## config.mk

```make
export PLATFORM = sky130hd
export DESIGN_NAME = reg_rw_ctrl_flat
export DESIGN_NICKNAME = d
export VERILOG_FILES = /design/src/rtl/reg_rw_pkg.sv /design/src/rtl/reg_rw_ctrl_if.sv /design/src/rtl/reg_rw_ctrl_resp_fifo.sv /design/src/rtl/reg_rw_ctrl.sv /design/src/flat_wrapper.sv
export SDC_FILE = /design/constraint.sdc
export NUM_CORES = 1
export LEC_CHECK = 0
export BUFFER_PORTS_ARGS = -buffer_cell sky130_fd_sc_hd__buf_2
export CORE_UTILIZATION = 56
export CTS_CLUSTER_SIZE = 16
export DETAILED_ROUTE_END_ITERATION = 16
export GPL_ROUTABILITY_DRIVEN = 0
export MAX_ROUTING_LAYER = met4
export PLACE_DENSITY_LB_ADDON = 0.05
export SYNTH_ARGS = -nofsm -noshare
export SYNTH_HDL_FRONTEND = slang
export SYNTH_SLANG_ARGS = --single-unit
export TNS_END_PERCENT = 10
```

## constraint.sdc

```tcl
create_clock -name clk -period 3.7 [get_ports clk]
set_input_delay 0.555 -clock clk [delete_from_list [all_inputs] [get_ports clk]]
set_output_delay 0.555 -clock clk [all_outputs]
set_load 0.01 [all_outputs]
```

## src/rtl/reg_rw_pkg.sv

```systemverilog
// reg_rw_pkg: shared opcodes and response record for the register-array front end.
package reg_rw_pkg;
    localparam logic OP_READ  = 1'b0;
    localparam logic OP_WRITE = 1'b1;
    localparam int RESP_W = 32;
    typedef struct packed {
        logic              err;
        logic [RESP_W-1:0] data;
    } resp_t;
endpackage

```

## src/rtl/reg_rw_ctrl_if.sv

```systemverilog
// reg_rw_ctrl_if: request/response handshake bundle between the extern datapath and the front end.
interface reg_rw_ctrl_if #(
    parameter int WIDTH   = 32,
    parameter int INDEX_W = 32
);
    logic               req_valid;
    logic               req_ready;
    logic               req_op;
    logic [INDEX_W-1:0] req_index;
    logic [WIDTH-1:0]   req_data;
    logic               resp_valid;
    logic               resp_ready;
    logic [WIDTH-1:0]   resp_data;
    logic               resp_err;
    modport master (
        output req_valid, req_op, req_index, req_data, resp_ready,
        input  req_ready, resp_valid, resp_data, resp_err
    );
    modport slave (
        input  req_valid, req_op, req_index, req_data, resp_ready,
        output req_ready, resp_valid, resp_data, resp_err
    );
endinterface

```

## src/rtl/reg_rw_ctrl_resp_fifo.sv

```systemverilog
// resp_fifo: synchronous response FIFO; head word visible the cycle after push, zero when empty.
module resp_fifo #(
    parameter int DEPTH = 4,
    parameter int W     = 33
) (
    input  logic         clk,
    input  logic         rst,
    input  logic         push,
    input  logic [W-1:0] din,
    input  logic         pop,
    output logic         valid,
    output logic [W-1:0] dout
);
    localparam int AW = DEPTH > 1 ? $clog2(DEPTH) : 1;
    localparam int CW = $clog2(DEPTH + 1);
    logic [W-1:0]  mem [DEPTH];
    logic [AW-1:0] wr_ptr, rd_ptr;
    logic [CW-1:0] count, count_nxt;
    logic          do_pop;
    function automatic logic [AW-1:0] inc(input logic [AW-1:0] p);
        return (p == AW'(DEPTH - 1)) ? '0 : p + 1'b1;
    endfunction
    assign do_pop    = pop & valid;
    assign count_nxt = count + CW'(push) - CW'(do_pop);
    assign dout      = valid ? mem[rd_ptr] : '0;
    always_ff @(posedge clk)
        if (push) mem[wr_ptr] <= din;
    always_ff @(posedge clk) begin
        if (rst) begin
            wr_ptr <= '0;
            rd_ptr <= '0;
            count  <= '0;
            valid  <= 1'b0;
        end else begin
            if (push) wr_ptr <= inc(wr_ptr);
            if (do_pop) rd_ptr <= inc(rd_ptr);
            count <= count_nxt;
            valid <= count_nxt != '0;
        end
    end
endmodule

```

## src/rtl/reg_rw_ctrl.sv

```systemverilog
// reg_rw_ctrl: range-checked BRAM request front end with credit-limited, in-order response buffering.
module reg_rw_ctrl
    import reg_rw_pkg::*;
#(
    parameter int L2_DEPTH = 8,
    parameter int WIDTH    = 32,
    parameter int INDEX_W  = 32,
    parameter int CREDITS  = 4
) (
    input  logic                clk,
    input  logic                rst,
    reg_rw_ctrl_if.slave        bus,
    output logic                bram_en,
    output logic                bram_we,
    output logic [L2_DEPTH-1:0] bram_addr,
    output logic [WIDTH-1:0]    bram_din,
    output logic                bram_regce,
    output logic                bram_rst,
    input  logic [WIDTH-1:0]    bram_dout
);
    localparam int CW = $clog2(CREDITS + 1);
    logic [CW-1:0]  credit_cnt;
    logic           accept, pop, in_range;
    logic           v1, v2, e1, e2;
    logic [WIDTH:0] head;
    assign bus.req_ready = (credit_cnt < CW'(CREDITS)) & ~rst;
    assign accept        = bus.req_valid & bus.req_ready;
    assign pop           = bus.resp_valid & bus.resp_ready;
    assign in_range      = (bus.req_index >> L2_DEPTH) == '0;
    assign bram_en    = accept & in_range;
    assign bram_we    = bram_en & (bus.req_op == OP_WRITE);
    assign bram_addr  = bus.req_index[L2_DEPTH-1:0];
    assign bram_din   = bus.req_data;
    assign bram_regce = 1'b1;
    assign bram_rst   = rst;
    always_ff @(posedge clk) begin
        if (rst) credit_cnt <= '0;
        else credit_cnt <= credit_cnt + CW'(accept) - CW'(pop);
    end
    // Two stages match the BRAM read latency so err lines up with bram_dout.
    always_ff @(posedge clk) begin
        if (rst) begin
            v1 <= 1'b0;
            e1 <= 1'b0;
            v2 <= 1'b0;
            e2 <= 1'b0;
        end else begin
            v1 <= accept;
            e1 <= ~in_range;
            v2 <= v1;
            e2 <= e1;
        end
    end
    resp_fifo #(.DEPTH(CREDITS), .W(WIDTH + 1)) u_fifo (
        .clk   (clk),
        .rst   (rst),
        .push  (v2),
        .din   ({e2, e2 ? '0 : bram_dout}),
        .pop   (bus.resp_ready),
        .valid (bus.resp_valid),
        .dout  (head)
    );
    assign {bus.resp_err, bus.resp_data} = head;
endmodule

```

## src/flat_wrapper.sv

```systemverilog
// flat-port wrapper written by rule: the top's interface ports become plain ports
module reg_rw_ctrl_flat import reg_rw_pkg::*;
#(
    parameter int L2_DEPTH = 8,
    parameter int WIDTH    = 32,
    parameter int INDEX_W  = 32,
    parameter int CREDITS  = 4
)
  (clk, rst, bram_en, bram_we, bram_addr, bram_din, bram_regce, bram_rst, bram_dout, bus_req_valid, bus_req_op, bus_req_index, bus_req_data, bus_resp_ready, bus_req_ready, bus_resp_valid, bus_resp_data, bus_resp_err);
  reg_rw_ctrl_if #(.WIDTH(WIDTH), .INDEX_W(INDEX_W)) bus_i ();
  input  logic clk;
  input  logic rst;
  output logic bram_en;
  output logic bram_we;
  output logic [L2_DEPTH-1:0] bram_addr;
  output logic [WIDTH-1:0] bram_din;
  output logic bram_regce;
  output logic bram_rst;
  input  logic [WIDTH-1:0] bram_dout;
  input wire logic [$bits(bus_i.req_valid)-1:0] bus_req_valid;
  input wire logic [$bits(bus_i.req_op)-1:0] bus_req_op;
  input wire logic [$bits(bus_i.req_index)-1:0] bus_req_index;
  input wire logic [$bits(bus_i.req_data)-1:0] bus_req_data;
  input wire logic [$bits(bus_i.resp_ready)-1:0] bus_resp_ready;
  output wire logic [$bits(bus_i.req_ready)-1:0] bus_req_ready;
  output wire logic [$bits(bus_i.resp_valid)-1:0] bus_resp_valid;
  output wire logic [$bits(bus_i.resp_data)-1:0] bus_resp_data;
  output wire logic [$bits(bus_i.resp_err)-1:0] bus_resp_err;
  assign bus_i.req_valid = bus_req_valid;
  assign bus_i.req_op = bus_req_op;
  assign bus_i.req_index = bus_req_index;
  assign bus_i.req_data = bus_req_data;
  assign bus_i.resp_ready = bus_resp_ready;
  assign bus_req_ready = bus_i.req_ready;
  assign bus_resp_valid = bus_i.resp_valid;
  assign bus_resp_data = bus_i.resp_data;
  assign bus_resp_err = bus_i.resp_err;
  reg_rw_ctrl #(.L2_DEPTH(L2_DEPTH), .WIDTH(WIDTH), .INDEX_W(INDEX_W), .CREDITS(CREDITS)) u_core (.clk(clk), .rst(rst), .bus(bus_i), .bram_en(bram_en), .bram_we(bram_we), .bram_addr(bram_addr), .bram_din(bram_din), .bram_regce(bram_regce), .bram_rst(bram_rst), .bram_dout(bram_dout));
endmodule
```

## Yosys cells after proc, flatten, opt, wreduce, memory -nomap -nowiden

Memory sizes are Yosys's and may differ from the RTL's. A register that Yosys moved wholly into a read port is not among the register bits.
Cells that the tools add are included.

| cells by class | value |
|---|---|
| add/subtract/negate cells | 6 |
| reductions and logical operators | 2 |
| magnitude comparators | 1 |
| bitwise logic cells | 7 |
| muxes and demuxes | 8 |
| equal/unequal tests | 2 |

Operator list:

| cell | count |
|---|---|
| two-way mux 33 bit | 1 |
| zero test 32 bit | 1 |
| two-way mux 32 bit | 1 |
| two-way mux 2 bit | 4 |
| adder 3 x 1 -> 3 bit | 2 |
| subtractor 3 x 1 -> 3 bit | 2 |
| bitwise AND 1 bit | 5 |
| adder 2 x 1 -> 2 bit, second input constant | 2 |
| == test 2 bit, second input constant | 2 |
| < comparator 3 bit, second input constant | 1 |
| nonzero test 3 bit | 1 |
| two-way mux 1 bit | 2 |
| NOT 1 bit | 2 |

| storage, ports and cells | value |
|---|---|
| bits in registers | 15 |
| output and inout bits | 79 |
| memories kept | 1 |
| word-level logic and storage cells | 36 |
| memory bits (writable) | 132 |

Memories:

| memory | words | width | rd ports | clocked after Yosys merged registers in | write ports | RTL line | text |
|---|---|---|---|---|---|---|---|
| u_core.u_fifo.mem | 4 | 33 | 1 | 1 | 1 | reg_rw_ctrl_resp_fifo.sv:16 | `logic [W-1:0] mem [DEPTH];` |

## Longest topological paths before layout

| depth | value |
|---|---|
| depth after elaboration | 5 |
| gate-level depth with buffers | 9 |
| gate-level depth less buffers | 9 |

## Hierarchy

Synthesis repeated with hierarchy kept, for this count alone.

| unflattened totals | value |
|---|---|
| cells, all modules | 371 |
| area, all modules | 6414.9 um2 |

Modules (own cells, without submodules):

| module | area each (um2) | seq. area each (um2) | cells each | instances |
|---|---|---|---|---|
| resp_fifo | 5526.6 | 4164.0 | 257 | 1 |
| reg_rw_ctrl | 888.4 | 140.1 | 114 | 1 |

## Worst setup path before layout

OpenSTA, ideal clock, no wires.

| timing path | value |
|---|---|
| path kind | input port to flip-flop |
| from | in bus_resp_ready |
| to | reg u_core.credit_cnt[2] |
| stages on the path | 9 |
| arrival | 1.950 ns |
| required time | 3.573 ns |
| slack | 1.623 ns |
| cell sequence | nand2_1 -> inv_1 -> ha_1 -> inv_1 -> ha_1 -> fa_1 -> xnor2_1 -> xnor2_1 -> nor2_1 |

| between the ends | value |
|---|---|
| longest elaborated chain between the ends | 2 |

Ends and longest elaborated chain:

| element | RTL line | text |
|---|---|---|
| start: declaration | flat_wrapper.sv:24 | `input wire logic [$bits(bus_i.resp_ready)-1:0] bus_resp_ready;` |
| bitwise AND 1 bit | reg_rw_ctrl.sv:28 | `assign pop = bus.resp_valid & bus.resp_ready;` |
| net u_core.pop | reg_rw_ctrl.sv:23 | `logic accept, pop, in_range;` |
| subtractor 3 x 1 -> 3 bit | reg_rw_ctrl.sv:38 | `else credit_cnt <= credit_cnt + CW'(accept) - CW'(pop);` |
| end signal: assignment | reg_rw_ctrl.sv:38 |  |
| end: declaration | reg_rw_ctrl.sv:22 | `logic [CW-1:0] credit_cnt;` |

The timed path passes the listed nets, and every way through them passes these cells.
A chain may end at the register's enable or synchronous reset.

==> results_dict.tcl <==
set metrics [dict create \
    holdWs_ps 389.3 \
    slowest_delay_ps 590 \
    cp_slowest_cell "dfxtp_2" \
    crit_path_end_kind "output port" \
    finalHoldViolCount 0 \
    cts_buffers 17 \
    crit_family "flip-flops" \
    postCtsHoldBufs 0 \
    tns_ps 0 \
    chipHeight_um 108.6 \
    netlist_instances 375 \
    worstPathMaxFanout 23 \
    io-pin-count 180 \
    cts_resized 0 \
    slew_headroom_pct 39.86 \
    worstSetupPathType "reg2out" \
    max_cap_violations 0 \
    postCtsSetupRepairBufs 0 \
    grt_pass1_vias 3344 \
    synth_nets 486 \
    insertedDiodeCount 0 \
    crit_buf_inv 2 \
    wl_per_cell_um 18.89 \
    final.period_utilization_pct 73.29 \
    ant_nets 0 \
    fmax_ghz 0.3688 \
    dieWidth_um 108.6 \
    ys_ff_latch 149 \
    finClkSkew_ps 6.742 \
    yosys_warnings 0 \
    drt_iter0_markers 153 \
    design.core.area_um2 10940 \
    cts_root_buf "clkbuf_16" \
    place_area_um2 6636 \
    layout_commonest_cell "edfxtp_1" \
    worstPathRequired_ps 3140 \
    io_buffers 98 \
    finalSetupViolCount 0 \
    seq_area_frac_synth_pct 67.64 \
    total_power_mw 4.374 \
    utilization_pct 66.05 \
    cts_tree "done" \
    pwr_density_cell_nw_per_um2 605.5 \
    period_needed_ps 2712 \
    grt_use_total_pct 21.12 \
    start_util_pct 58.19 \
    hp-class "in2reg" \
    max_slew.worst_pin.slew_ps 902.0 \
    leakagePower_nw 2.636 \
    dieArea_um2 11790 \
    post_drt_via_cell_ratio 5.484 \
    hpwl_mm 6.737 \
    syn_to_final_growth_pct 13.51 \
    synth_area_um2 6364 \
    max-clock-path-buffers 2 \
    fin_cells 589 \
    final_cell_area_um2 7223 \
    fin_nets 548 \
    firstDrtPassIters 6 \
    num_vias 3230 \
    dpl_worst_slack_ps 1369 \
    rsz0062_at_grt "no" \
    htree_num_levels 4 \
    final_cell_mix "132 x edfxtp_1, 98 x buf_2, 38 x nor2b_1" \
    ys_types 26 \
    worst_slack_ps 988.2 \
    synth_area_per_cell_um2 16.97 \
    path_cells "buf_12, mux4_1, and2_1, buf_2" \
    grt_overflow_total 0 \
    critPathLaunchType "flop" \
    multi_input_area_um2 1592 \
    antenna_found_initial 0 \
    dp.cells 558 \
    clkTransAtPathRegs_ps 60 \
    register_area_um2 4307 \
    peakVddDrop_v 0.0003324 \
    fill_cells 791 \
    clock_sinks 149 \
    drt_wl_total_mm 11.13 \
    drc_errors 0 \
    critPathArrivalTime_ps 2160 \
    grt_max_degree 36 \
    finalMaxSlewViolations 0 \
    drive_gt1_share_pct 37.42 \
    status "finished, final reports clean" \
    grt_pass1_wl_mm 17.15 \
    clock_latency_ps 400 \
    rows 38 \
]
flip-flops by register name, summed over array words and instances (netlist names), named ones only:
name	cells
u_core.u_fifo.count	3
u_core.u_fifo.wr_ptr	2
u_core.e1	1
u_core.u_fifo.rd_ptr	2
u_core.v1	1
u_core.e2	1
u_core.u_fifo.valid	1
u_core.v2	1
u_core.credit_cnt	3
u_core.u_fifo.mem	132
synth_stat cells, drive strengths merged:
cell type,count,area share (%)
nand4,1,0.098
nand2,7,0.41
inv,10,0.59
xnor2,4,0.55
nor4,6,0.59
conb,1,0.059
fa,2,0.63
ha,8,1.6
or2,1,0.098
nor3,2,0.16
buf,49,6.3
nand3,1,0.079
mux4,33,12
a21oi,3,0.24
and2,37,3.6
clkbuf,9,0.53
nor2b,38,3.7
o21ba,1,0.16
dfxtp,17,5.3
mux2i,3,0.47
edfxtp,132,62
nor2,10,0.59
power by group:
part | switching, mW | total [mW] | internal (mW)
sequential | 0.0561 | 1.96 | 1.91
combinational | 0.354 | 0.725 | 0.371
clock | 0.635 | 1.69 | 1.05
total | 1.05 | 4.37 | 3.33
worst paths after layout:
path / end / slack, ps / start / cells past startpoint
setup / recovery: bus_resp_data[0] / 990 / flop / 4
hold / removal: u_core.v1$_SDFF_PP0_ / 390 / bus_req_valid / 3
setup reg to reg: u_core.credit_cnt[2]$_SDFF_PP0_ / 1780 / u_core.u_fifo.valid$_SDFF_PP0_ / 9
hold reg to reg: u_core.v2$_SDFF_PP0_ / 440 / u_core.v1$_SDFF_PP0_ / 1
cell families after synthesis:
family	after synthesis	synth area share [%]
flip-flops	149	67.64
AND/OR/NAND/NOR	103	9.399
buffers and inverters	68	7.432
multiplexers	36	12.33
adder cells (fa/ha/maj)	10	2.202
AO/OA/AOI/OAI	4	0.3932
XOR/XNOR	4	0.5505
other	1	0.05893
area by class of cell:
cell class	count	share of cell area (%)
Sequential cell	149	59.62
Multi-Input combinational cell	158	22.03
Timing Repair Buffer	101	7.275
Clock buffer	17	5.889
Tap cell	140	2.425
Clock inverter	14	2.235
Inverter	10	0.5197
worst register-to-register path, stage by stage, from the launching register on:
cell     delay [ps]
dfxtp_1         310
nand2_1         150
inv_1            70
ha_1            270
inv_1            40
ha_1            200
fa_1            410
xnor2_1         170
xnor2_1         140
nor2_1           50
routing by layer:
layer / part of all wire (%) / track usage [%] / wire length, um
met1: 41 / 23.94 / 4568
met2: 51 / 35.31 / 5649
met3: 4.7 / 4.400 / 528
met4: 3.4 / 11.10 / 379
met5: 0 / - / 0
Power figures use the tool's default switching activity.
